### config.mk
export PLATFORM = sky130hd
export DESIGN_NAME = multicycle_control_unit
export DESIGN_NICKNAME = d
export VERILOG_FILES = /design/src/rtl/multicycle_control_unit.sv
export SDC_FILE = /design/constraint.sdc
export NUM_CORES = 1
export LEC_CHECK = 0
export BUFFER_PORTS_ARGS = -buffer_cell sky130_fd_sc_hd__buf_4
export CORE_MARGIN = 3
export CORE_UTILIZATION = 47
export CTS_CLUSTER_DIAMETER = 120
export DETAILED_ROUTE_END_ITERATION = 8
export PLACE_DENSITY = 0.75
export SYNTH_ARGS = -nofsm -noshare
export SYNTH_HDL_FRONTEND = slang
export SYNTH_SLANG_ARGS = --single-unit
### constraint.sdc
create_clock -name MCUClk -period 2 [get_ports MCUClk]
set_clock_uncertainty 0.2 [all_clocks]
set_input_delay 0.3 -clock MCUClk [delete_from_list [all_inputs] [get_ports MCUClk]]
set_output_delay 0.3 -clock MCUClk [all_outputs]
set_load 0.02 [all_outputs]
### src/rtl/multicycle_control_unit.sv
// Multicycle RV32I control unit: sequences FETCH/DECODE/EXEC/MEM/WB and registers decoded datapath controls.
// Optional build macro MCU_ILLEGAL_TRAP_EN: unknown opcodes halt with a fault instead of executing as a NOP.
module multicycle_control_unit #(
    parameter int unsigned WAIT_MAX = 15,
    parameter int unsigned WAIT_W   = 4
) (
    input  logic        MCUClk,
    input  logic        MCURst,
    input  logic [31:0] MCUInst,
    input  logic        MCUMemReady,
    output logic        MCUMemReq,
    output logic        MCUMemSel,
    output logic        MCUIRWr,
    output logic        MCUPCWr,
    output logic        MCURUWr,
    output logic        MCUDMWr,
    output logic [2:0]  MCUImmSrc,
    output logic        MCUALUASrc,
    output logic        MCUALUBSrc,
    output logic [4:0]  MCUBrOp,
    output logic [3:0]  MCUALUOp,
    output logic [2:0]  MCUDMCtrl,
    output logic [1:0]  MCURUDataWrSrc,
    output logic [2:0]  MCUState,
    output logic        MCUFault
);

    localparam logic [2:0] S_FETCH  = 3'd0;
    localparam logic [2:0] S_DECODE = 3'd1;
    localparam logic [2:0] S_EXEC   = 3'd2;
    localparam logic [2:0] S_MEM    = 3'd3;
    localparam logic [2:0] S_WB     = 3'd4;
    localparam logic [2:0] S_HALT   = 3'd7;

    localparam logic [6:0] OP_R      = 7'b0110011;
    localparam logic [6:0] OP_I      = 7'b0010011;
    localparam logic [6:0] OP_LOAD   = 7'b0000011;
    localparam logic [6:0] OP_STORE  = 7'b0100011;
    localparam logic [6:0] OP_BRANCH = 7'b1100011;
    localparam logic [6:0] OP_LUI    = 7'b0110111;
    localparam logic [6:0] OP_AUIPC  = 7'b0010111;
    localparam logic [6:0] OP_JAL    = 7'b1101111;
    localparam logic [6:0] OP_JALR   = 7'b1100111;

    localparam logic [6:0] F7_BASE = 7'b0000000;
    localparam logic [6:0] F7_ALT  = 7'b0100000;
    localparam logic [4:0] BR_SEQ  = 5'b10101;

    // Instruction class selects the path taken after EXEC
    localparam logic [2:0] CL_WB    = 3'd0;
    localparam logic [2:0] CL_LOAD  = 3'd1;
    localparam logic [2:0] CL_STORE = 3'd2;
    localparam logic [2:0] CL_EXEC  = 3'd3;
    localparam logic [2:0] CL_TRAP  = 3'd4;

    logic [2:0]        state;
    logic [2:0]        state_next;
    logic [6:0]        ir_op;
    logic [4:0]        ir_rd;
    logic [2:0]        ir_f3;
    logic [6:0]        ir_f7;
    logic [2:0]        cls;
    logic              rd_nz;
    logic [WAIT_W-1:0] wait_cnt;
    logic              wait_expired;
    logic              unused_inst_bits;

    logic [3:0] d_alu_op;
    logic [4:0] d_br_op;
    logic [2:0] d_imm_src;
    logic       d_a_src;
    logic       d_b_src;
    logic [2:0] d_dm_ctrl;
    logic [1:0] d_wr_src;
    logic [2:0] d_cls;
    logic       d_bad;

    assign unused_inst_bits = ^MCUInst[24:15];
    assign wait_expired     = (wait_cnt == WAIT_W'(WAIT_MAX - 1));
    assign MCUState         = state;

    // Instruction fields the control unit needs, captured on IR load
    always_ff @(posedge MCUClk) begin
        if (MCURst) begin
            ir_op <= 7'd0;
            ir_rd <= 5'd0;
            ir_f3 <= 3'd0;
            ir_f7 <= 7'd0;
        end else if (MCUIRWr) begin
            ir_op <= MCUInst[6:0];
            ir_rd <= MCUInst[11:7];
            ir_f3 <= MCUInst[14:12];
            ir_f7 <= MCUInst[31:25];
        end
    end

    always_comb begin
        d_alu_op  = 4'b0000;
        d_br_op   = BR_SEQ;
        d_imm_src = 3'b000;
        d_a_src   = 1'b0;
        d_b_src   = 1'b0;
        d_dm_ctrl = 3'b000;
        d_wr_src  = 2'b00;
        d_cls     = CL_EXEC;
        d_bad     = 1'b0;
        case (ir_op)
            OP_R: begin
                d_cls = CL_WB;
                if (ir_f7 == F7_BASE) begin
                    d_alu_op = {ir_f3 == 3'b101, ir_f3};
                end else if (ir_f7 == F7_ALT && ir_f3 == 3'b000) begin
                    d_alu_op = 4'b1000;
                end else if (ir_f7 == F7_ALT && ir_f3 == 3'b101) begin
                    d_alu_op = 4'b0101;
                end else begin
                    d_bad = 1'b1;
                end
            end
            OP_I: begin
                d_cls   = CL_WB;
                d_b_src = 1'b1;
                if (ir_f3 == 3'b001) begin
                    if (ir_f7 == F7_BASE) d_alu_op = 4'b0001;
                    else                  d_bad    = 1'b1;
                end else if (ir_f3 == 3'b101) begin
                    if (ir_f7 == F7_BASE)     d_alu_op = 4'b1101;
                    else if (ir_f7 == F7_ALT) d_alu_op = 4'b0101;
                    else                      d_bad    = 1'b1;
                end else begin
                    d_alu_op = {1'b0, ir_f3};
                end
            end
            OP_LOAD: begin
                d_cls     = CL_LOAD;
                d_b_src   = 1'b1;
                d_wr_src  = 2'b01;
                d_dm_ctrl = ir_f3;
                d_bad     = (ir_f3 == 3'b011) || (ir_f3 == 3'b110) || (ir_f3 == 3'b111);
            end
            OP_STORE: begin
                d_cls     = CL_STORE;
                d_imm_src = 3'b010;
                d_b_src   = 1'b1;
                d_dm_ctrl = ir_f3;
                d_bad     = (ir_f3 > 3'b010);
            end
            OP_BRANCH: begin
                d_cls     = CL_EXEC;
                d_imm_src = 3'b010;
                d_a_src   = 1'b1;
                d_b_src   = 1'b1;
                if (ir_f3 == 3'b010 || ir_f3 == 3'b011) d_bad   = 1'b1;
                else                                    d_br_op = {2'b00, ir_f3};
            end
            OP_LUI: begin
                d_cls     = CL_WB;
                d_imm_src = 3'b011;
                d_b_src   = 1'b1;
            end
            OP_AUIPC: begin
                d_cls     = CL_WB;
                d_imm_src = 3'b011;
                d_a_src   = 1'b1;
                d_b_src   = 1'b1;
            end
            OP_JAL: begin
                d_cls     = CL_WB;
                d_imm_src = 3'b100;
                d_a_src   = 1'b1;
                d_b_src   = 1'b1;
                d_br_op   = 5'b01111;
                d_wr_src  = 2'b10;
            end
            OP_JALR: begin
                d_cls    = CL_WB;
                d_b_src  = 1'b1;
                d_br_op  = 5'b10111;
                d_wr_src = 2'b10;
                d_bad    = (ir_f3 != 3'b000);
            end
            default: begin
`ifdef MCU_ILLEGAL_TRAP_EN
                d_cls = CL_TRAP;
`else
                d_cls = CL_EXEC;
`endif
            end
        endcase
        if (d_bad) begin
            d_alu_op  = 4'b0000;
            d_dm_ctrl = 3'b010;
        end
    end

    // Decoded controls are captured once per instruction and held until the next DECODE
    always_ff @(posedge MCUClk) begin
        if (MCURst) begin
            MCUALUOp       <= 4'b0000;
            MCUBrOp        <= BR_SEQ;
            MCUImmSrc      <= 3'b000;
            MCUALUASrc     <= 1'b0;
            MCUALUBSrc     <= 1'b0;
            MCUDMCtrl      <= 3'b000;
            MCURUDataWrSrc <= 2'b00;
            cls            <= CL_WB;
            rd_nz          <= 1'b0;
        end else if (state == S_DECODE) begin
            MCUALUOp       <= d_alu_op;
            MCUBrOp        <= d_br_op;
            MCUImmSrc      <= d_imm_src;
            MCUALUASrc     <= d_a_src;
            MCUALUBSrc     <= d_b_src;
            MCUDMCtrl      <= d_dm_ctrl;
            MCURUDataWrSrc <= d_wr_src;
            cls            <= d_cls;
            rd_nz          <= (ir_rd != 5'd0);
        end
    end

    always_ff @(posedge MCUClk) begin
        if (MCURst) state <= S_FETCH;
        else        state <= state_next;
    end

    always_comb begin
        state_next = state;
        MCUMemReq  = 1'b0;
        MCUMemSel  = 1'b0;
        MCUIRWr    = 1'b0;
        MCUPCWr    = 1'b0;
        MCURUWr    = 1'b0;
        MCUDMWr    = 1'b0;
        case (state)
            S_FETCH: begin
                MCUMemReq = 1'b1;
                if (MCUMemReady) begin
                    MCUIRWr    = 1'b1;
                    state_next = S_DECODE;
                end else if (wait_expired) begin
                    state_next = S_HALT;
                end
            end
            S_DECODE: state_next = (d_cls == CL_TRAP) ? S_HALT : S_EXEC;
            S_EXEC: begin
                if (cls == CL_EXEC) begin
                    MCUPCWr    = 1'b1;
                    state_next = S_FETCH;
                end else if (cls == CL_LOAD || cls == CL_STORE) begin
                    state_next = S_MEM;
                end else begin
                    state_next = S_WB;
                end
            end
            S_MEM: begin
                MCUMemReq = 1'b1;
                MCUMemSel = 1'b1;
                MCUDMWr   = (cls == CL_STORE);
                if (MCUMemReady) begin
                    MCUPCWr    = (cls == CL_STORE);
                    state_next = (cls == CL_STORE) ? S_FETCH : S_WB;
                end else if (wait_expired) begin
                    state_next = S_HALT;
                end
            end
            S_WB: begin
                MCUPCWr    = 1'b1;
                MCURUWr    = rd_nz;
                state_next = S_FETCH;
            end
            S_HALT:  state_next = S_HALT;
            default: state_next = S_FETCH;
        endcase
        // A reset cycle aborts whatever state was in flight without side effects
        if (MCURst) begin
            MCUMemReq = 1'b0;
            MCUMemSel = 1'b0;
            MCUIRWr   = 1'b0;
            MCUPCWr   = 1'b0;
            MCURUWr   = 1'b0;
            MCUDMWr   = 1'b0;
        end
    end

    // Counts unanswered request cycles; clears on ready or any state change
    always_ff @(posedge MCUClk) begin
        if (MCURst) begin
            wait_cnt <= '0;
        end else if (MCUMemReq && !MCUMemReady && state_next == state) begin
            wait_cnt <= wait_cnt + WAIT_W'(1);
        end else begin
            wait_cnt <= '0;
        end
    end

    always_ff @(posedge MCUClk) begin
        if (MCURst)                    MCUFault <= 1'b0;
        else if (state_next == S_HALT) MCUFault <= 1'b1;
    end

endmodule

==> metrics, run 1 <==
status=completed; TritonCTS clock tree=yes; number of global-route vias before repair=2205; Slew headroom=between 70% and 80%; Peak Freq=around 520 MHz; cell taking the most area after synthesis=dfxtp_1; initial core utilization=around 51%; TritonRoute pass-1 iters=4; layout overhead on the synthesized area=28.46%; GR Util All Layers=roughly a fifth; PD cells=a little under 900 nW/µm²; Mapped Avg Cell Area=between 7 and 8 µm²; Tmin final=1.917 ns; final hold vios=0; port bufs=53; Crit path max-delay family=simple AND/OR/NAND/NOR gates; CTS Buf Count=5; Setup-failing EPs final=0; # diodes=0; Max Slew Vio Count=0; Synth cell types=between 40 and 50; kind of critical path=reg -> reg; vias=about 2400; Max IR drop VDD=0.4874 mV; Mapped Area=roughly 2500 µm²; slowest cell delay on critical path=roughly 0.44 ns; Die ar.=around 6300 µm²; RePlAce Congestion=0.9024; Root Buffer=clkbuf_8; FP Rows=25; Clock transition at path regs=around 0.10 ns; final worst-path setup slack=around 0.083 ns; Die Span Y=roughly 79 µm; post-synth net total=roughly 370; Clk Latency, worst-skew pair=roughly 0.30 ns; Synth Register Bits=52; post-synthesis sequential area ratio=41.48%; Worst-Margin Slew=about 0.43 ns; Synth Flop Type=dfxtp_1; Synth area leaders=dfxtp_1, nand2_1, a21oi_1, nor2_1, clkbuf_1; H-tree Lvls=2; Finished Cell Area=approximately 3200 µm²; buffer depth of the longest clock path=2; Fill cells=473; Cell Area, Placed=between 3000 and 4000 µm²; RSZ-0062 raised after global routing=true; synth warn=0; largest net degree at the start of global routing=27; Final ANT Viol Nets=0; max_cap viols=0; share of the synthesized area in the top cell type=about two fifths; Buf+Inv Stages, Crit Path=0; crit path max-delay cell type=dfxtp_4; Max FO, Critical Path=17; Core ar.=4942 µm²; initial antenna violation count=0; first-pass GRT wire length=between 10000 and 15000 µm; critical path startpoint category=flip-flop; DR vias/cell=~5.4; Residual DRC=0; most frequent cells in the layout=buf_4, nand2_1, dfxtp_1; ys async rst share=0%; GR Overflow Total=0; share of post-route cells with drive strength above 1=between 20% and 30%; wire per inst=13.35 µm; fin crit share=95.85%; Post-DP HPWL=around 4400 µm; Hold Crit Class=in -> reg; io pins=between 60 and 70; commonest non-fill, non-tap cell in the layout=buf_4; EDFF count, synth=0; critical-path cell list=or3b_4, nor4_4, a31oi_1, or3_1; Die Wd=approximately 79 µm; Crit. End Element=flip-flop; hold buffers post-CTS=0; Leak=between 1 and 1.5 nW; setup slack at placement=0.1271 ns; Post-Synthesis Cells=328; Worst Path Required=1.99 ns; arrival time worst endpoint=between 1.5 and 2 ns; Iteration-0 DRC Markers=between 150 and 200; WL final=~6000 µm; CTS Sinks=52; Final Net Count=~420
==> metrics by stage <==
step                power (W)  cells  utilization [%]  hold slack [ns]  TNS (ns)
floorplan            0.001801    328                -           0.2297  -0.08826
global placement     0.002079    442            61.95           0.2375         0
detailed placement   0.002104    442            61.95           0.2452         0
CTS                  0.002852    450            64.56          0.03164         0
global route         0.003022    450            65.24          0.04447         0
finish               0.002867    450            65.24          0.03086         0
==> path summary, 6_finish.rpt <==
kind	start	slack (ns)	end	cells after the start
setup / recovery	MCUState[0]	0.08	MCUBrOp[0]	4
hold reg to reg	ir_rd[0]	0.26	ir_rd[0]	2
setup reg to reg	MCUState[0]	0.08	MCUBrOp[0]	4
hold / removal	MCUInst[25]	0.03	ir_f7[0]	3
==> worst register-to-register path, cell delays in order, from the launching register on <==
cell	delay (ns)
dfxtp_4	0.44
or3b_4	0.44
nor4_4	0.30
a31oi_1	0.11
or3_1	0.30
==> state kept, by name, summed over array words and instances (netlist names), 3 cells and up <==
name       count
MCUALUOp       4
MCUBrOp        5
MCUDMCtrl      3
MCUImmSrc      3
MCUState       3
ir_f3          3
ir_f7          7
ir_op          7
ir_rd          5
wait_cnt       4
==> area by class of cell <==
| cell class | count | area, µm² | share of cell area [%] |
|---|---|---|---|
| Sequential cell | 52 | 1046 | 32.44 |
| Clock buffer | 6 | 82.58 | 2.561 |
| Timing Repair Buffer | 72 | 560.5 | 17.38 |
| Clock inverter | 2 | 38.79 | 1.203 |
| Tap cell | 67 | 83.83 | 2.600 |
| Inverter | 11 | 41.29 | 1.281 |
| Multi-Input combinational cell | 240 | 1371 | 42.53 |
==> cells in the mapped netlist (all sizes together), types with 2 or more instances <==
cell     count
a21o         2
nand2b       8
a211oi       6
a31oi        5
nor4         5
a21oi       44
o21ai       12
clkbuf      20
and2         2
or3          3
ha           5
nand3        4
nor2b        5
nand3b       3
o2111ai      2
dfxtp       52
or2          2
o211ai       3
nor3b        3
o31ai        2
inv         11
nor3         4
and3b        2
nand4        5
nor2        29
buf          5
a2111oi      2
or3b         2
nand2       63
==> power breakdown <==
part / total (W) / switching [W] / internal [W]
Sequential: 0.00125 / 0.000113 / 0.00114
Clock: 0.000756 / 0.000346 / 0.000409
Combinational: 0.000861 / 0.000484 / 0.000377
Total: 0.00287 / 0.000943 / 0.00192
==> routing by layer <==
layer / vias up / global-route usage (%) / wire, µm / part of all wire (%)
li1: 1241 / - / - / -
met1: 1098 / 26.82 / 2842 / 47
met2: 72 / 31.82 / 2744 / 46
met3: 11 / 2.494 / 311 / 5.2
met4: 0 / 6.873 / 110 / 1.8
met5: - / 0 / 0 / 0
==> kinds of logic (layout without fill, tap and decap cells) <==
family / after synthesis / in the layout / synth area share, %
buffers and inverters: 36 / 91 / 5.733
and+or+nand+nor: 144 / 144 / 28.07
DFF: 52 / 52 / 41.48
muxes: 1 / 1 / 0.3988
adders and majority gates: 5 / 5 / 2.493
xor gates and xnor gates: 2 / 2 / 0.6980
AOI/OAI and AO/OA: 88 / 88 / 21.14
==> timing repair <==
| action | CTS | global route |
|---|---|---|
| endpoints found under the setup margin | 2 | 11 |
| endpoints found under the hold margin | 0 | 0 |
| setup buffers | 2 | 0 |
| gates resized for setup | 3 | 9 |
| pin swaps | 2 | 1 |
No activity file was read; power rests on OpenSTA's default activity.
==> run 2, diff against run 1 <==
- clock period: 2 -> 1.7 ns (I/O delays scaled with it)
==> run 2 against run 1 <==
  * The run now ends with negative setup slack left
  * Via count is 17% higher
  * Register-to-register slack worse by 0.42 ns
  * Worst setup slack worse by 0.42 ns
  * Final cell count is 12% higher
  * Count of clock-buffer cells in the layout stayed put
  * Flip-flop and latch count stayed put
  * Critical path depth is 3 higher
  * Largest cell class unchanged
  * Non-clock buffer count is 56 higher
==> metrics, run 2 (same netlist as run 1, synthesis figures left out) <==
Clk network pwr share=20.7% (-5.7 points); io pins=64 (unchanged); Max IR drop VDD=0.6412 mV (+32%); Cell Area, Placed=3261 µm² (+6.5%); Residual DRC=0 (unchanged); Crit path max-delay family=simple AND/OR/NAND/NOR gates; final hold vios=0 (unchanged); layout overhead on the synthesized area=64.21%; Finished Cell Area=4121 µm² (+28%); Worst-Margin Slew=0.3617 ns (-0.06550 ns); H-tree Lvls=2 (unchanged); Net Sw Power=0.001447 W (+53%); slowest cell delay on critical path=0.35 ns (-0.09 ns); wire per inst=16.43 µm (+23%); Worst Path Required=1.72 ns (-0.27 ns); status=finished with violations; Buf+Inv Stages, Crit Path=3 (+3); Clock transition at path regs=0.09 ns (about the same); GR Overflow Total=0 (unchanged); Tmin final=2.042 ns (+0.1250 ns); Clk Latency, worst-skew pair=0.31 ns (about the same); Post-DP HPWL=4750 µm (+8.3%); Setup-failing EPs final=44 (+44); Core ar.=4942 µm² (unchanged); port bufs=53 (unchanged); number of global-route vias before repair=2493 (+13%); FP Rows=25 (unchanged); final worst-path setup slack=-0.3420 ns (-0.4250 ns); Crit. End Element=flip-flop; Final Net Count=478 (+13%); GR Util All Layers=22.80% (+3.2 points); most used cell, CP=buf_6; sequential share of power=35.0% (-8.6 points); Iteration-0 DRC Markers=215 (+42%); Hold Crit Class=in -> reg; fin crit share=120.1% (+24 points); CTS Buf Count=5 (unchanged); share of post-route cells with drive strength above 1=42.60% (+18 points); initial antenna violation count=0 (unchanged); buffer depth of the longest clock path=2 (unchanged); CTS Sinks=52 (unchanged); Max Slew Vio Count=0 (unchanged); Fill cells=313 (-34%); Leak=1.657 nW (+32%); PD cells=993.0 nW/µm² (+12%); vias=2843 (+17%); WL final=8314 µm (+38%); max_cap viols=0 (unchanged); Final ANT Viol Nets=0 (unchanged); RePlAce Congestion=0.8854 (-1.9%); Root Buffer=clkbuf_8; combinational share of power=44.3% (+14 points); first-pass GRT wire length=11390 µm (+13%); arrival time worst endpoint=2.06 ns (+0.15 ns); Die Wd=79.08 µm (unchanged); crit path max-delay cell type=dfxtp_4; most frequent cells in the layout=buf_4, dfxtp_1, nand2_1; internal power=0.002646 W (+38%); largest net degree at the start of global routing=30 (+11%); # diodes=0 (unchanged); Slew headroom=75.27% (+4.0 points); violations in the final reports=negative setup slack; post-layout util=83.39% (+18 points); TritonRoute pass-1 iters=5 (+1); Max FO, Critical Path=4 (-13); initial core utilization=50.78% (unchanged); RSZ-0062 raised after global routing=true; kind of critical path=reg -> reg; Peak Freq=489.7 MHz (-6.1%); commonest non-fill, non-tap cell in the layout=buf_4; DR vias/cell=5.619 (+4.4%); TritonCTS clock tree=yes; setup slack at placement=-0.07538 ns (-0.2025 ns); critical path startpoint category=flip-flop; top flop regs=ir_f7: 7 flops, ir_op: 7 flops; critical-path cell list=buf_6, or2_4, buf_4, buf_6, or3_4, o22a_1, o31ai_1; Die Span Y=79.08 µm (unchanged); Die ar.=6253 µm² (unchanged); switching portion of total power=35.35% (+2.5 points)
[run 2: worst paths after layout]
check / start / endpoint / slack (ns) / cells past startpoint
hold / removal: MCUInst[25] / ir_f7[0] / 0.007 / 3
setup / recovery: MCUState[1] / MCUFault / -0.34 / 7
hold reg to reg: MCUALUOp[2] / MCUALUOp[2] / 0.25 / 2
setup reg to reg: MCUState[1] / MCUFault / -0.34 / 7
[run 2: tightest hold or removal path, cell delays in order]
cell and delay, ns:
buf_4 0.12, nand2_4 0.05, a21oi_2 0.05
[run 2: metal layers]
metal / GRT usage, % / share of wire [%]
met3: 4.308 / 6.8
met1: 29.02 / 40
met2: 38.22 / 51
met5: 0 / 0
met4: 8.591 / 2.5
[run 2: layout make-up]
| class | instances | area, µm² | share of cell area, % |
|---|---|---|---|
| multi-input cells | 240 | 1709 | 41.47 |
| repair buffers | 128 | 1130 | 27.41 |
| flip-flops and latches | 52 | 1050 | 25.47 |
| well taps | 67 | 83.83 | 2.034 |
| clock buffers | 6 | 72.57 | 1.761 |
| inverters | 11 | 41.29 | 1.002 |
| clock inverters | 2 | 35.03 | 0.8500 |
[run 2: timing repair]
item                                    4_1_cts  5_1_grt
endpoints found under the setup margin       35       53
hold buffers                                 19        2
resized for setup                            14       82
gates cloned                                  0        3
setup buffers                                 4       10
pin swaps                                     3       28
endpoints found under the hold margin        19        2
[run 2: metrics by stage]
stage | instances | TNS (ns) | power (W) | hold slack, ns
after detailed placement | 460 | -1.099 | 0.002634 | 0.2457
after floorplan | 328 | -0.1167 | 0.002176 | 0.1910
after global routing | 506 | -9.815 | 0.004281 | 0.007623
after global placement | 460 | -0.1553 | 0.002607 | 0.2412
final | 506 | -6.929 | 0.004093 | 0.007206
after CTS | 491 | -3.452 | 0.003582 | 0.006638
[run 2: power groups by stage]
stage          clock network (W)  registers (W)  logic [W]
2_1_floorplan                  0        0.00147   0.000710
3_3_place_gp                   0        0.00144    0.00117
3_5_place_dp                   0        0.00145    0.00119
4_1_cts                 0.000851        0.00142    0.00131
5_1_grt                 0.000908        0.00145    0.00193
6_report                0.000847        0.00143    0.00181
